==> src/rtl/coinc_trigger.sv <==
// ---------------------------------------------------------------------------
// coinc_trigger
//
// Coincidence trigger stage. It sits behind the per-channel delay pipelines
// and feeds the trigger output / counting logic. For every channel it
// detects the rising edge of the hit bit and stretches that edge into a
// programmable coincidence window. When enough windows overlap, the block
// fires a one-cycle trigger and then holds off for a programmable deadtime.
//
// Parameters
//   N_IN          number of input channels (1..8)
//   CNT_W         width of the accepted-trigger counter
//
// Ports
//   clk           system clock, all logic on the rising edge
//   rst           asynchronous active-high reset
//   in            delayed hit bits, one per channel
//   in_live       run-live qualifier; low holds the block idle
//   user_mask     per-channel enable (1 = channel takes part)
//   user_width    coincidence window length minus one, in clocks
//   user_mult     required multiplicity; 0 disables triggering
//   user_deadtime deadtime after a trigger, in clocks
//   trig_out      registered one-cycle trigger pulse
//   busy          registered, high whenever the FSM is not idle
//   trig_count    number of triggers issued, saturating
//
// Build option
//   COINC_TRIG_COUNT_EN  when defined, trig_count counts FIRE cycles and
//                        saturates at all-ones; otherwise the counter is
//                        not built and trig_count is tied to zero.
// ---------------------------------------------------------------------------
module coinc_trigger #(
    parameter int N_IN  = 4,
    parameter int CNT_W = 16
) (
    input  logic             clk,
    input  logic             rst,
    input  logic [N_IN-1:0]  in,
    input  logic             in_live,
    input  logic [N_IN-1:0]  user_mask,
    input  logic [3:0]       user_width,
    input  logic [2:0]       user_mult,
    input  logic [7:0]       user_deadtime,
    output logic             trig_out,
    output logic             busy,
    output logic [CNT_W-1:0] trig_count
);

    typedef enum logic [1:0] {
        IDLE = 2'd0,
        FIRE = 2'd1,
        DEAD = 2'd2
    } state_t;

    logic [N_IN-1:0] in_prev;
    logic [N_IN-1:0] edge_q;
    logic [4:0]      scnt [N_IN];
    logic [N_IN-1:0] stretched;
    logic [3:0]      mult;
    logic            coinc;

    state_t          state_q;
    state_t          state_d;
    logic [7:0]      dcnt_q;
    logic [7:0]      dcnt_d;

    // Window load value is one more than the programmed width, so a width
    // of zero still gives a single-cycle window.
    logic [4:0]      window_len;

    assign window_len = {1'b0, user_width} + 5'd1;

    // Previous-sample register for edge detection. It keeps tracking the
    // inputs even while the run is not live, so that raising in_live with
    // inputs already high does not manufacture fresh edges. Reset clears it
    // to zero, which means an input that is high at reset release counts as
    // an edge.
    always_ff @(posedge clk or posedge rst) begin
        if (rst) begin
            in_prev <= '0;
        end else begin
            in_prev <= in;
        end
    end

    // Registered rising-edge detect, qualified by the channel mask. A channel
    // held high produces exactly one edge because in_prev follows it.
    always_ff @(posedge clk or posedge rst) begin
        if (rst) begin
            edge_q <= '0;
        end else if (!in_live) begin
            edge_q <= '0;
        end else begin
            edge_q <= in & ~in_prev & user_mask;
        end
    end

    // Per-channel window stretcher. An edge (re)loads the counter, so a
    // retrigger inside an open window extends it rather than being lost.
    // Otherwise the counter runs down to zero and stops there.
    always_ff @(posedge clk or posedge rst) begin
        if (rst) begin
            for (int i = 0; i < N_IN; i++) begin
                scnt[i] <= 5'd0;
            end
        end else if (!in_live) begin
            for (int i = 0; i < N_IN; i++) begin
                scnt[i] <= 5'd0;
            end
        end else begin
            for (int i = 0; i < N_IN; i++) begin
                if (edge_q[i]) begin
                    scnt[i] <= window_len;
                end else if (scnt[i] != 5'd0) begin
                    scnt[i] <= scnt[i] - 5'd1;
                end
            end
        end
    end

    // Window flags and their population count. The coincidence condition is
    // met when the number of open windows reaches the requested multiplicity;
    // a multiplicity of zero switches triggering off entirely.
    always_comb begin
        stretched = '0;
        mult      = 4'd0;
        for (int i = 0; i < N_IN; i++) begin
            stretched[i] = (scnt[i] != 5'd0);
            mult         = mult + {3'b000, stretched[i]};
        end
    end

    assign coinc = (user_mult != 3'd0) && (mult >= {1'b0, user_mult});

    // Trigger state machine, next-state half. IDLE waits for a coincidence,
    // FIRE lasts one cycle and arms the deadtime counter, DEAD counts down so
    // that it lasts exactly user_deadtime cycles. Coincidences that show up
    // outside IDLE are simply ignored. Dropping in_live overrides everything
    // and parks the machine in IDLE with the deadtime counter cleared.
    always_comb begin
        state_d = state_q;
        dcnt_d  = dcnt_q;

        case (state_q)
            IDLE: begin
                if (coinc) begin
                    state_d = FIRE;
                end
            end

            FIRE: begin
                if (user_deadtime == 8'd0) begin
                    state_d = IDLE;
                end else begin
                    dcnt_d  = user_deadtime;
                    state_d = DEAD;
                end
            end

            DEAD: begin
                dcnt_d = dcnt_q - 8'd1;
                if (dcnt_q <= 8'd1) begin
                    dcnt_d  = 8'd0;
                    state_d = IDLE;
                end
            end

            default: begin
                state_d = IDLE;
                dcnt_d  = 8'd0;
            end
        endcase

        if (!in_live) begin
            state_d = IDLE;
            dcnt_d  = 8'd0;
        end
    end

    // Trigger state machine, register half. trig_out and busy are decoded
    // from the next state and registered here, so both outputs change on the
    // same edge as the state itself and nothing combinational reaches a port.
    always_ff @(posedge clk or posedge rst) begin
        if (rst) begin
            state_q  <= IDLE;
            dcnt_q   <= 8'd0;
            trig_out <= 1'b0;
            busy     <= 1'b0;
        end else begin
            state_q  <= state_d;
            dcnt_q   <= dcnt_d;
            trig_out <= (state_d == FIRE);
            busy     <= (state_d != IDLE);
        end
    end

`ifdef COINC_TRIG_COUNT_EN
    localparam logic [CNT_W-1:0] CNT_ONE = CNT_W'(1);
    localparam logic [CNT_W-1:0] CNT_MAX = '1;

    logic [CNT_W-1:0] count_q;

    // Accepted-trigger counter. It steps on the same edge that raises
    // trig_out, so the count always agrees with the pulses seen so far. It
    // sticks at all-ones instead of wrapping, and only reset clears it.
    always_ff @(posedge clk or posedge rst) begin
        if (rst) begin
            count_q <= '0;
        end else if ((state_d == FIRE) && (count_q != CNT_MAX)) begin
            count_q <= count_q + CNT_ONE;
        end
    end

    assign trig_count = count_q;
`else
    assign trig_count = '0;
`endif

endmodule

==> config.mk <==
export PLATFORM = sky130hd
export DESIGN_NAME = coinc_trigger
export DESIGN_NICKNAME = d
export VERILOG_FILES = /design/src/rtl/coinc_trigger.sv
export SDC_FILE = /design/constraint.sdc
export NUM_CORES = 1
export LEC_CHECK = 0
export ABC_AREA = 1
export CELL_PAD_IN_SITES_DETAIL_PLACEMENT = 0
export CELL_PAD_IN_SITES_GLOBAL_PLACEMENT = 1
export CORE_AREA = 2 2 79 81
export CTS_BUF_LIST = sky130_fd_sc_hd__clkbuf_8 sky130_fd_sc_hd__clkbuf_16
export DETAILED_ROUTE_END_ITERATION = 10
export DIE_AREA = 0 0 81 83
export DONT_BUFFER_PORTS = 1
export PLACE_DENSITY = 0.81
export RECOVER_POWER = 100
export SKIP_LAST_GASP = 1
export SYNTH_ARGS = -nofsm -noshare
export SYNTH_HDL_FRONTEND = slang
export SYNTH_SLANG_ARGS = --single-unit
==> constraint.sdc <==
create_clock -name clk -period 2.8 [get_ports clk]
set_input_delay 0.28 -clock clk [delete_from_list [all_inputs] [get_ports clk]]
set_output_delay 0.28 -clock clk [all_outputs]
set_load 0.03 [all_outputs]
==> impl_metrics.json <==
{
  "wl_um": 5340,
  "clock_skew_ns": 0.0112,
  "netSwitchingPower_uw": 1290,
  "clock_sinks": 40,
  "busiest_layer": "met2",
  "grt-ovfl-total": 0,
  "path_buf_inv": 2,
  "finalCriticalPeriod_ns": 2.61,
  "critPathKind": "register to register",
  "setup_violations": 0,
  "synth_edf_count": 0,
  "clk_pin_slew_ns": 0.08,
  "p_seq_frac": 0.290,
  "htree_levels": 2,
  "synthFlopType": "dfrtp_1",
  "initial_core_util": 0.446,
  "wl_per_cell_um": 12.6,
  "dr.first_iter.drc_count": 93,
  "grt_setup_unrepaired": "false",
  "gp_congestion": 0.863,
  "coreArea_um2": 5820,
  "synth_top_area_share": 0.386,
  "p_leak_uw": 0.00148,
  "p_clk_frac": 0.164,
  "root_buffer": "clkbuf_8",
  "path_delay_family": "adder cells",
  "drive_gt1_frac": 0.109,
  "dieArea_um2": 6720,
  "cp.arrival_ns": 2.79,
  "synthDistinctLibCells": 33,
  "endpoint_kind": "register",
  "ys_seq_area_frac": 0.386,
  "syn_avg_cell_area_um2": 7.82,
  "via_per_inst": 4.90,
  "final_util": 0.492,
  "slowest_stage": "fa_1",
  "max_freq_mhz": 383,
  "die_w_um": 81,
  "min_path_type": "input pin to register",
  "pin_count": 44,
  "p_int_uw": 1740,
  "ant_nets": 0,
  "nFillCells": 590,
  "p_sw_frac": 0.425,
  "antenna_found_initial": 0,
  "status": "complete, no violations",
  "io_buffer_count": 0,
  "synth-async-reset-ratio": 1.00,
  "clock_latency_ns": 0.29,
  "chipHeight_um": 83,
  "ys_seq_elements": 40,
  "cts_tree": "done",
  "relSlewSlack": 0.409,
  "dr.pass1.iters": 4,
  "dp_hpwl_um": 3990,
  "grt_use_total": 0.165,
  "fin_tns_setup_ns": 0,
  "worstPathMaxFanout": 3,
  "hold_violations": 0,
  "ir_worst_vdd_uv": 379,
  "grtUsageMet2": 0.267,
  "powerDensity_nw_per_um2": 1060,
  "grt_pass1_vias": 1916,
  "yosysWarnings": 0,
  "use_met3": 0.0337,
  "synth_area_um2": 2590,
  "slew_violations": 0,
  "fin_crit_sh": 0.934,
  "power_frac_comb": 0.545,
  "tightest_slew_ns": 0.886,
  "synth_area_leaders": "dfrtp_1 39%, nand2_1 10%, ha_1 9.6%",
  "worstPathCellList": "inv_1 > ha_1 > nand2_2 > nor2_4 > fa_1 > inv_1 > ha_2 > ha_4 > ha_4 > nand2_1 > nand2_1 > nand2_1 > nand3_1 > nand2_1 > nand3_1 > nand3_2 > nand2_2 > nand2_1",
  "critPathLaunchType": "register",
  "num_antenna_cells": 0,
  "drc": 0,
  "yosysTopAreaCell": "dfrtp_1",
  "crit_top_cell": "nand2_1",
  "maxCapViolations": 0,
  "grt_pass1_wl_um": 8690,
  "slowest_delay_ns": 0.53,
  "grt_max_degree": 17,
  "numCtsBuffers": 5,
  "syn_inst": 332,
  "clockBufferDepth": 2,
  "areaGrowthSynthToFinish_pct": 10.3,
  "use_met1": 0.220,
  "rows": 28,
  "finalNetCount": 394,
  "vias": 2074,
  "cp_data_required_time_ns": 2.98
}
power groups by stage:
stage               clock network, uW  logic, uW  registers (uW)
finish                            497       1650             881
detailed placement                  0       1480             882
CTS                               514       1490             870
floorplan                           0       1250             855
global placement                    0       1470             880
global route                      538       1940             898
state kept, by name, summed over array words and instances, names as in the netlist:
name / flops
busy: 1
dcnt_q: 8
edge_q: 4
in_prev: 4
scnt: 20
state_q: 2
trig_out: 1
synthesized netlist by cell type (2+ instances only):
library cell  number
nand2_1           72
inv_1             43
dfrtp_1           40
nor2_1            28
ha_1              20
o21ai_0           20
nand3_1           19
buf_4             16
o22ai_1           12
nor3_1             8
a21oi_1            7
inv_2              7
xor2_1             7
o21ai_1            6
a211oi_1           4
nand2_2            3
nor2_2             2
o21ai_2            2
or2_0              2
worst reg2reg max path: stages (launching register included):
cell and delay, ns:
dfrtp_1 0.35, inv_1 0.07, ha_1 0.19, nand2_2 0.08, nor2_4 0.05, fa_1 0.53, inv_1 0.04, ha_2 0.19
ha_4 0.22, ha_4 0.26, nand2_1 0.04, nand2_1 0.05, nand2_1 0.04, nand3_1 0.06, nand2_1 0.06, nand3_1 0.08
nand3_2 0.08, nand2_2 0.07, nand2_1 0.05
placed cells by master (no fill, tap or decap), types with 2 or more instances in the layout:
cell type      synthesis  layout
nand2_1               72      71
inv_1                 43      42
dfrtp_1               40      40
nor2_1                28      25
o21ai_0               20      20
nand3_1               19      17
ha_1                  20      17
conb_1                 1      16
o22ai_1               12      12
a21oi_1                7       8
nor3_1                 8       8
inv_2                  7       7
xor2_1                 7       7
o21ai_1                6       6
clkbuf_8               0       6
dlygate4sd3_1          0       5
nand2_2                3       4
a211oi_1               4       4
nor2_2                 2       3
nor2_4                 1       3
nand3_2                1       3
buf_4                 16       3
o21ai_2                2       2
or2_0                  2       2
ha_4                   0       2
clkbuf_1               0       2
metal layers:
layer,wire length [um],up-vias
li1,-,1071
met1,2470,964
met2,2600,34
met3,205,5
met4,70,0
met5,0,-
worst paths after layout:
kind	start	endpoint	slack [ns]	depth (start not counted)
worst min-delay path	in[1]	edge_q[1]	0.09	2
worst max register to register	scnt[11]	busy	0.19	18
worst min register to register	in_prev[2]	edge_q[2]	0.40	1
worst max-delay path	scnt[11]	busy	0.19	18
max in group asynchronous	rst	scnt[0]	1.27	3
min in group asynchronous	rst	edge_q[2]	0.40	2
cell type report:
type                    instances  area, um2  share of cell area
well taps                      75       93.8              0.0328
clock inverters                 2       38.8              0.0136
repair buffers                 10       80.1              0.0280
multi-input cells             239       1370               0.479
inverters                      51        194              0.0678
flip-flops and latches         40       1000               0.350
clock buffers                   6       82.6              0.0289
cell families (layout without fill, tap and decap cells):
| logic type | after synthesis | count (layout) | synth area share |
|---|---|---|---|
| buffers and inverters | 68 | 69 | 0.123 |
| xor gates and xnor gates | 8 | 8 | 0.0270 |
| other | 1 | 16 | 0.00145 |
| adders and majority gates | 21 | 21 | 0.104 |
| AOI/OAI and AO/OA | 54 | 54 | 0.123 |
| and+or+nand+nor | 140 | 140 | 0.236 |
| DFF | 40 | 40 | 0.386 |
metrics by stage:
step                cells  total power (uW)  hold WS [ns]  worst slack, ns  cell area (um2)
global route          423              3380        0.0949          0.00794             2860
CTS                   420              2870       0.00628           0.0650             2800
global placement      408              2350         0.186            0.128             2640
detailed placement    408              2360         0.179           0.0795             2640
floorplan             347              2100         0.311            0.187             2650
finish                423              3030        0.0940            0.186             2860
what timing repair did:
| action | 4_1_cts | 5_1_grt |
|---|---|---|
| hold buffers | 4 | 1 |
| setup buffers | 0 | 2 |
| hold endpoints to repair | 12 | 1 |
| resized for setup | 0 | 14 |
| setup endpoints to repair | 0 | 4 |
No activity file was read; power rests on OpenSTA's default activity.
